[config.mk]
export PLATFORM = sky130hd
export DESIGN_NAME = instr_fetch_unit_flat
export DESIGN_NICKNAME = d
export VERILOG_FILES = /design/src/rtl/instr_fetch_unit_pkg.sv /design/src/rtl/instr_fetch_unit_if.sv /design/src/rtl/instr_fetch_unit_next_pc.sv /design/src/rtl/instr_fetch_unit.sv /design/src/flat_wrapper.sv
export SDC_FILE = /design/constraint.sdc
export NUM_CORES = 1
export LEC_CHECK = 0
export CAP_MARGIN = 20
export CORE_ASPECT_RATIO = 1.75
export CORE_UTILIZATION = 35
export DETAILED_ROUTE_END_ITERATION = 10
export DONT_BUFFER_PORTS = 1
export GPL_ROUTABILITY_DRIVEN = 0
export HOLD_SLACK_MARGIN = 0.1
export PLACE_DENSITY = 0.57
export SETUP_SLACK_MARGIN = 0.1
export SKIP_LAST_GASP = 1
export SLEW_MARGIN = 20
export SYNTH_ARGS = -nofsm -noshare
export SYNTH_HDL_FRONTEND = slang
export SYNTH_HIERARCHICAL = 1
export SYNTH_SLANG_ARGS = --single-unit
[constraint.sdc]
create_clock -name CLK -period 4.1 [get_ports CLK]
set_input_delay 1.025 -clock CLK [delete_from_list [all_inputs] [get_ports CLK]]
set_output_delay 1.025 -clock CLK [all_outputs]
set_load 0.03 [all_outputs]
[src/rtl/instr_fetch_unit_pkg.sv]
// Shared fetch-side types: FSM states, next-PC select codes, instruction layout, immediates.
// Latency: n/a (types and pure functions only).
// Backpressure: n/a.
package riscv_fetch_pkg;

    // Fetch FSM states
    typedef enum logic [1:0] {
        ST_BOOT  = 2'd0,
        ST_FETCH = 2'd1,
        ST_EXEC  = 2'd2,
        ST_FAULT = 2'd3
    } fetch_state_t;

    // Next-PC select encodings driven by the control unit
    localparam logic [1:0] PCS_SEQ  = 2'b00;
    localparam logic [1:0] PCS_BR   = 2'b01;
    localparam logic [1:0] PCS_JAL  = 2'b10;
    localparam logic [1:0] PCS_JALR = 2'b11;

    // addi x0, x0, 0 -- IR contents before the first fetch completes
    localparam logic [31:0] NOP_INSTR = 32'h0000_0013;

    // Major opcodes, shared with the control unit's decoder
    localparam logic [6:0] OP_LUI    = 7'b0110111;
    localparam logic [6:0] OP_AUIPC  = 7'b0010111;
    localparam logic [6:0] OP_JAL    = 7'b1101111;
    localparam logic [6:0] OP_JALR   = 7'b1100111;
    localparam logic [6:0] OP_BRANCH = 7'b1100011;
    localparam logic [6:0] OP_LOAD   = 7'b0000011;
    localparam logic [6:0] OP_STORE  = 7'b0100011;
    localparam logic [6:0] OP_IMM    = 7'b0010011;
    localparam logic [6:0] OP_REG    = 7'b0110011;

    // R-type field view of a 32-bit instruction word
    typedef struct packed {
        logic [6:0] funct7;
        logic [4:0] rs2;
        logic [4:0] rs1;
        logic [2:0] funct3;
        logic [4:0] rd;
        logic [6:0] opcode;
    } instr_t;

    // I-type immediate (JALR offset)
    function automatic logic [31:0] imm_i(input logic [31:0] w);
        return {{20{w[31]}}, w[31:20]};
    endfunction

    // B-type immediate (conditional branch offset, always even)
    function automatic logic [31:0] imm_b(input logic [31:0] w);
        return {{19{w[31]}}, w[31], w[7], w[30:25], w[11:8], 1'b0};
    endfunction

    // J-type immediate (JAL offset, always even)
    function automatic logic [31:0] imm_j(input logic [31:0] w);
        return {{11{w[31]}}, w[31], w[19:12], w[20], w[30:21], 1'b0};
    endfunction

endpackage

[src/rtl/instr_fetch_unit_if.sv]
// Instruction memory request/response bus between the fetch unit and IMEM.
// Latency: set by the memory; the request is a level held until ack.
// Backpressure: memory stalls by withholding ack; no data is lost while req stays high.
interface instr_fetch_unit_if;
    logic        req;
    logic [31:0] addr;
    logic [31:0] rdata;
    logic        ack;

    // Fetch unit side
    modport master (
        output req,
        output addr,
        input  rdata,
        input  ack
    );

    // Memory side
    modport slave (
        input  req,
        input  addr,
        output rdata,
        output ack
    );
endinterface

[src/rtl/instr_fetch_unit_next_pc.sv]
// Combinational next-PC: sequential, conditional branch, JAL and JALR targets plus alignment flag.
// Latency: 0 cycles (pure logic on IR/PC/control inputs).
// Backpressure: none; the FSM only consumes the result in its EXEC cycle.
module next_pc_calc
    import riscv_fetch_pkg::*;
(
    input  instr_t      ir,
    input  logic [31:0] pc,
    input  logic [1:0]  pcs,
    input  logic        bs,
    input  logic [31:0] rs1_data,
    output logic [31:0] next_pc,
    output logic        misaligned
);

    logic [31:0] word;
    logic [31:0] pc_seq;
    logic        unused_opcode;

    assign word          = ir;
    assign pc_seq        = pc + 32'd4;
    // Opcode bits carry no immediate information; the control unit decides PCS from them.
    assign unused_opcode = ^word[6:0];

    // Select the target; all sums wrap modulo 2^32.
    always_comb begin
        next_pc = pc_seq;
        case (pcs)
            PCS_SEQ:  next_pc = pc_seq;
            PCS_BR:   next_pc = bs ? (pc + imm_b(word)) : pc_seq;
            PCS_JAL:  next_pc = pc + imm_j(word);
            PCS_JALR: next_pc = (rs1_data + imm_i(word)) & ~32'h1;
        endcase
    end

    // Word alignment is required; JALR clears only bit 0, so bit 1 can still trip this.
    assign misaligned = |next_pc[1:0];

endmodule

[src/rtl/instr_fetch_unit.sv]
// Fetch unit: holds PC, fetches over req/ack, latches IR, decodes fields, computes next PC.
// Latency: 1+wait cycles per fetch, then one EXEC cycle (2 cycles/instr at zero wait).
// Backpressure: req held until ack; MAX_WAIT ack-less cycles or a misaligned target -> sticky FAULT.
module instr_fetch_unit
    import riscv_fetch_pkg::*;
#(
    parameter logic [31:0] RESET_PC = 32'h0000_0000,
    parameter int unsigned MAX_WAIT = 15
) (
    input  logic               CLK,
    input  logic               RST,
    instr_fetch_unit_if.master imem,
    input  logic [1:0]         PCS,
    input  logic               BS,
    input  logic [31:0]        RS1_DATA,
    output logic [6:0]         OP_CODE,
    output logic [2:0]         FUNCT_3,
    output logic [6:0]         FUNCT_7,
    output logic [4:0]         RS1_ADDR,
    output logic [4:0]         RS2_ADDR,
    output logic [4:0]         RD_ADDR,
    output logic [31:0]        PC_OUT,
    output logic [31:0]        PC_PLUS4,
    output logic               INSTR_VALID,
    output logic               FAULT
);

    // Counter value on the last tolerated ack-less FETCH cycle
    localparam logic [7:0] WAIT_LAST = 8'(MAX_WAIT - 1);

    fetch_state_t state;
    logic [31:0]  pc;        // address being (or about to be) fetched
    logic [31:0]  pc_ir;     // address of the instruction currently held in IR
    instr_t       ir;
    logic [7:0]   wait_cnt;
    logic         req_q;
    logic         valid_q;
    logic         fault_q;

    logic [31:0]  next_pc;
    logic         misaligned;

    // pc_ir equals pc during EXEC; using pc_ir keeps the calculator tied to IR's own address.
    next_pc_calc u_next_pc (
        .ir         (ir),
        .pc         (pc_ir),
        .pcs        (PCS),
        .bs         (BS),
        .rs1_data   (RS1_DATA),
        .next_pc    (next_pc),
        .misaligned (misaligned)
    );

    // Fetch FSM with registered req/valid/fault; reset overrides any ack or fault this edge.
    always_ff @(posedge CLK) begin
        if (RST) begin
            state    <= ST_BOOT;
            pc       <= RESET_PC;
            pc_ir    <= RESET_PC;
            ir       <= instr_t'(NOP_INSTR);
            wait_cnt <= 8'd0;
            req_q    <= 1'b0;
            valid_q  <= 1'b0;
            fault_q  <= 1'b0;
        end else begin
            case (state)
                ST_BOOT: begin
                    state <= ST_FETCH;
                    req_q <= 1'b1;
                end

                ST_FETCH: begin
                    if (imem.ack) begin
                        ir       <= instr_t'(imem.rdata);
                        pc_ir    <= pc;
                        wait_cnt <= 8'd0;
                        req_q    <= 1'b0;
                        valid_q  <= 1'b1;
                        state    <= ST_EXEC;
                    end else if (wait_cnt == WAIT_LAST) begin
                        req_q    <= 1'b0;
                        fault_q  <= 1'b1;
                        state    <= ST_FAULT;
                    end else begin
                        wait_cnt <= wait_cnt + 8'd1;
                    end
                end

                ST_EXEC: begin
                    valid_q <= 1'b0;
                    if (misaligned) begin
                        fault_q <= 1'b1;
                        state   <= ST_FAULT;
                    end else begin
                        pc      <= next_pc;
                        req_q   <= 1'b1;
                        state   <= ST_FETCH;
                    end
                end

                ST_FAULT: begin
                    // Frozen until reset
                    state <= ST_FAULT;
                end

                default: begin
                    req_q   <= 1'b0;
                    valid_q <= 1'b0;
                    fault_q <= 1'b1;
                    state   <= ST_FAULT;
                end
            endcase
        end
    end

    assign imem.req    = req_q;
    assign imem.addr   = pc;

    assign OP_CODE     = ir.opcode;
    assign FUNCT_3     = ir.funct3;
    assign FUNCT_7     = ir.funct7;
    assign RS1_ADDR    = ir.rs1;
    assign RS2_ADDR    = ir.rs2;
    assign RD_ADDR     = ir.rd;
    assign PC_OUT      = pc_ir;
    assign PC_PLUS4    = pc_ir + 32'd4;
    assign INSTR_VALID = valid_q;
    assign FAULT       = fault_q;

endmodule

[src/flat_wrapper.sv]
// flat-port wrapper written by rule: the top's interface ports become plain ports
module instr_fetch_unit_flat import riscv_fetch_pkg::*;
#(
    parameter logic [31:0] RESET_PC = 32'h0000_0000,
    parameter int unsigned MAX_WAIT = 15
)
  (CLK, RST, PCS, BS, RS1_DATA, OP_CODE, FUNCT_3, FUNCT_7, RS1_ADDR, RS2_ADDR, RD_ADDR, PC_OUT, PC_PLUS4, INSTR_VALID, FAULT, imem_req, imem_addr, imem_rdata, imem_ack);
  instr_fetch_unit_if imem_i ();
  input  logic CLK;
  input  logic RST;
  input  logic [1:0] PCS;
  input  logic BS;
  input  logic [31:0] RS1_DATA;
  output logic [6:0] OP_CODE;
  output logic [2:0] FUNCT_3;
  output logic [6:0] FUNCT_7;
  output logic [4:0] RS1_ADDR;
  output logic [4:0] RS2_ADDR;
  output logic [4:0] RD_ADDR;
  output logic [31:0] PC_OUT;
  output logic [31:0] PC_PLUS4;
  output logic INSTR_VALID;
  output logic FAULT;
  output wire logic [$bits(imem_i.req)-1:0] imem_req;
  output wire logic [$bits(imem_i.addr)-1:0] imem_addr;
  input wire logic [$bits(imem_i.rdata)-1:0] imem_rdata;
  input wire logic [$bits(imem_i.ack)-1:0] imem_ack;
  assign imem_req = imem_i.req;
  assign imem_addr = imem_i.addr;
  assign imem_i.rdata = imem_rdata;
  assign imem_i.ack = imem_ack;
  instr_fetch_unit #(.RESET_PC(RESET_PC), .MAX_WAIT(MAX_WAIT)) u_core (.CLK(CLK), .RST(RST), .imem(imem_i), .PCS(PCS), .BS(BS), .RS1_DATA(RS1_DATA), .OP_CODE(OP_CODE), .FUNCT_3(FUNCT_3), .FUNCT_7(FUNCT_7), .RS1_ADDR(RS1_ADDR), .RS2_ADDR(RS2_ADDR), .RD_ADDR(RD_ADDR), .PC_OUT(PC_OUT), .PC_PLUS4(PC_PLUS4), .INSTR_VALID(INSTR_VALID), .FAULT(FAULT));
endmodule
==> parameters.txt <==
Parameter                              Value

Clocking
  Number of buffers inserted by post-CTS setup repair    0
  Worst-case clock buffer depth    2
  Insertion delay of the later-clocked pin in the worst-skew pair    0.38 ns
  Total CTS buffers    9
  H-tree levels    3
  Clk pin slew, worst setup/hold paths    around 0.08 ns
  CTS root buf    clkbuf_16
  Number of gates resized after cts    0
  Number of clock sinks    between 100 and 150
  CTS tree    yes
  Hold-fix buffer count after cts    0

Worst setup path
  Launching element type of the critical path    flip-flop
  Worst stage delay on the critical path    about 0.75 ns
  CP Capture Type    primary output
  Worst endpoint data arrival time    2.71 ns
  Category of cells accounting for the largest share of critical-path delay    simple AND/OR/NAND/NOR gates
  Sum of buffers and inverters on the critical path    1
  Crit path cell chain    buf_4 -> nand3_2 -> or4_1 -> nor3_2 -> xnor2_1
  Worst Setup Path Type    reg -> out
  CP Max Fanout    7
  Data required time of the worst path    3.07 ns
  Critical-path cell with the highest stage delay    or4_1

Logic synthesis
  Number of enable flip-flop cells after synthesis    0
  Largest cells by area after synthesis    dfxtp_1 (21%), nand2_1 (11%), a21oi_1 (9.7%)
  Yosys warns    6
  Post-synthesis cell type with the largest combined area    dfxtp_1
  Most used standard cell by instance count after synthesis    nand2_1
  Fraction of registers with async set/reset    0%
  Number of flip-flops and latches in the synthesized netlist    ~110
  Post-synthesis net count    1618
  Portion of the post-synthesis area used by sequential elements    21.1%
  Area share of the leading cell type in the synthesized netlist    21.1%
  Count of mapped cells out of synthesis    1468
  Mean Syn Cell Area    between 7 and 8 um2
  Synth Cell Area    roughly 10000 um2
  Most instantiated flip-flop cell in the synthesis netlist    dfxtp_1
  Number of distinct library cells after synthesis    83
  Top post-synthesis cells by count    nand2_1 (292), a21oi_1 (200), dfxtp_1 (109)

Routing
  Remaining design rule violation count    0
  Via density per instance    5.94
  Vias    11100
  Pre-antenna DRT Iters    5
  Average wire per cell in the routed design    22.6 um
  Final wirelength    between 40000 and 50000 um
  Post-DRT Antenna Nets    0
  Detailed Route Iter0 Violations    roughly 790

Run
  Number of max-cap violations    0

Power
  Switching power as a share of total power    33.4%
  P_sw    0.000872 W
  Sequential power share    44.4%
  Gate power share    20.0%
  Power per cell area    230 nW/um2
  Leakage power total    4.47 nW
  Total internal power    0.00174 W
  Total power draw    0.00261 W
  Share of power burned in the clock network    between 30% and 40%
  Largest vdd supply drop    between 0.3 and 0.4 mV

GRT
  GRT Util Overall    27.5%
  Met2 Use GR    52.2%
  Maximum number of pins on one net before global-route repair    110
  Wire length of the first global-routing pass    63100 um
  Number of global-route vias before repair    ~11000
  Antenna violations before repair    0
  Global routing met1 resource utilization    about 25%
  Most congested layer reported by global routing    met2
  GR met3 Demand/Resource    4.58%
  Overall overflow remaining after global route    0

Timing
  Post-layout minimum cycle time    3.74 ns
  Setup TNS Final    0 ns
  Tightest Pin Transition    between 1 and 1.5 ns
  Setup repair after global routing missed its margin    false
  Upper clock frequency limit    about 270 MHz
  Count of endpoints failing hold in the final timing report    0
  Maximum clock skew at final layout    0.0135 ns
  Max-slew violation count    0
  Share of the clock period used by the worst path after layout    91.2%
  Slew margin rel.    32.0%
  Endpoints failing setup    0

Floorplan
  Row count    83
  Starting density of the core    between 30% and 40%
  Overall die area    30300 um2
  Die Height    230 um
  Top-level I/O count    201
  Horizontal die dimension    ~130 um
  Core Box Area    between 20000 and 30000 um2

Layout
  Layout Cell Area excl Fill    11300 um2
  Number of nets in the layout    1625
  Share of cells above drive strength 1    around 8.4%
  Relative area change from synthesis to final layout    9.41%

Run status
  Run status    completed

Placed design
  Placed cell area    around 11000 um2
  Detailed-placement wirelength estimate    32400 um
  Count of port buffers added during placement    0

Hold path
  Hold Crit Class    reg -> reg
[metal layers]
metal | part of all wire [%] | vias up
met5 | 0 | -
met4 | 8.7 | 0
met3 | 4.3 | 139
met2 | 53 | 380
met1 | 34 | 5223
li1 | - | 5315
[metrics by stage]
step	hold slack (ns)	utilization (%)	instances	setup slack [ns]
after floorplan	0.456	-	1468	0.312
after global placement	0.472	37.8	1846	0.646
after detailed placement	0.494	37.8	1846	0.616
after CTS	0.510	38.8	1862	0.304
after global routing	0.544	38.8	1862	0.121
final	0.500	38.9	1863	0.361
[tightest hold or removal path: cells and delay by family, from the launching register on]
kind	cells	cell delay, ns
AO/OA/AOI/OAI	2	0.13
flip-flops	1	0.33
[cell families (layout without fill, tap and decap cells)]
family / count (synthesis) / in the layout / synth area share [%]
buf+inv: 112 / 124 / 4.77
fa+ha+maj: 80 / 80 / 9.88
flops: 109 / 109 / 21.1
simple gates: 596 / 596 / 27.0
mux: 9 / 9 / 0.881
xor+xnor: 111 / 111 / 9.38
other cells: 0 / 1 / 0
compound gates: 451 / 451 / 27.1
[area by class of cell]
cell class	count	area, um2
multi-input combinational	1247	7690
sequential	109	2180
timing repair buffer	74	556
clock inverter	6	68.8
clock buffer	10	229
tap	382	478
antenna	1	2.50
inverter	34	128
fill	3079	17800
[flip-flops by register name, indices dropped and copies added, names as in the netlist]
signal,count
u_core/PC_OUT,32
u_core/RS1_ADDR,5
u_core/FAULT,1
u_core/imem.addr,32
u_core/imem.req,1
u_core/state,2
u_core/FUNCT_7,7
u_core/INSTR_VALID,1
u_core/wait_cnt,8
u_core/FUNCT_3,3
u_core/RD_ADDR,5
u_core/OP_CODE,7
u_core/RS2_ADDR,5
[power by group through the flow]
stage                     logic (W)  clock network [W]  registers [W]
after floorplan            0.000375                  0        0.00118
after global placement     0.000511                  0        0.00119
after detailed placement   0.000513                  0        0.00119
after CTS                  0.000515           0.000957        0.00116
after global routing       0.000565           0.000995        0.00116
final                      0.000522           0.000931        0.00116
[worst paths after layout]
path / slack (ns) / end / from / cells after the start
worst max-delay path: 0.36 / PC_PLUS4[22] / u_core/PC_OUT[8] / 5
worst max register to register: 0.63 / u_core/imem.addr[26] / u_core/RD_ADDR[0] / 11
worst min-delay path: 0.50 / u_core/wait_cnt[7] / u_core/wait_cnt[7] / 2
worst min register to register: 0.50 / u_core/wait_cnt[7] / u_core/wait_cnt[7] / 2
[cell usage in the layout (no fill, tap or decap), types with 17 or more instances in the layout]
master / instances
nor3_1: 25
nand3_1: 47
a21o_1: 34
dfxtp_1: 108
ha_1: 77
o21ai_0: 61
buf_4: 74
xnor2_1: 68
a21oi_1: 200
and3_1: 21
nand4_1: 30
nor2_1: 89
nand2_1: 291
inv_1: 32
xor2_1: 43
a31oi_1: 17
o211ai_1: 19
No activity file was read; power rests on OpenSTA's default activity.
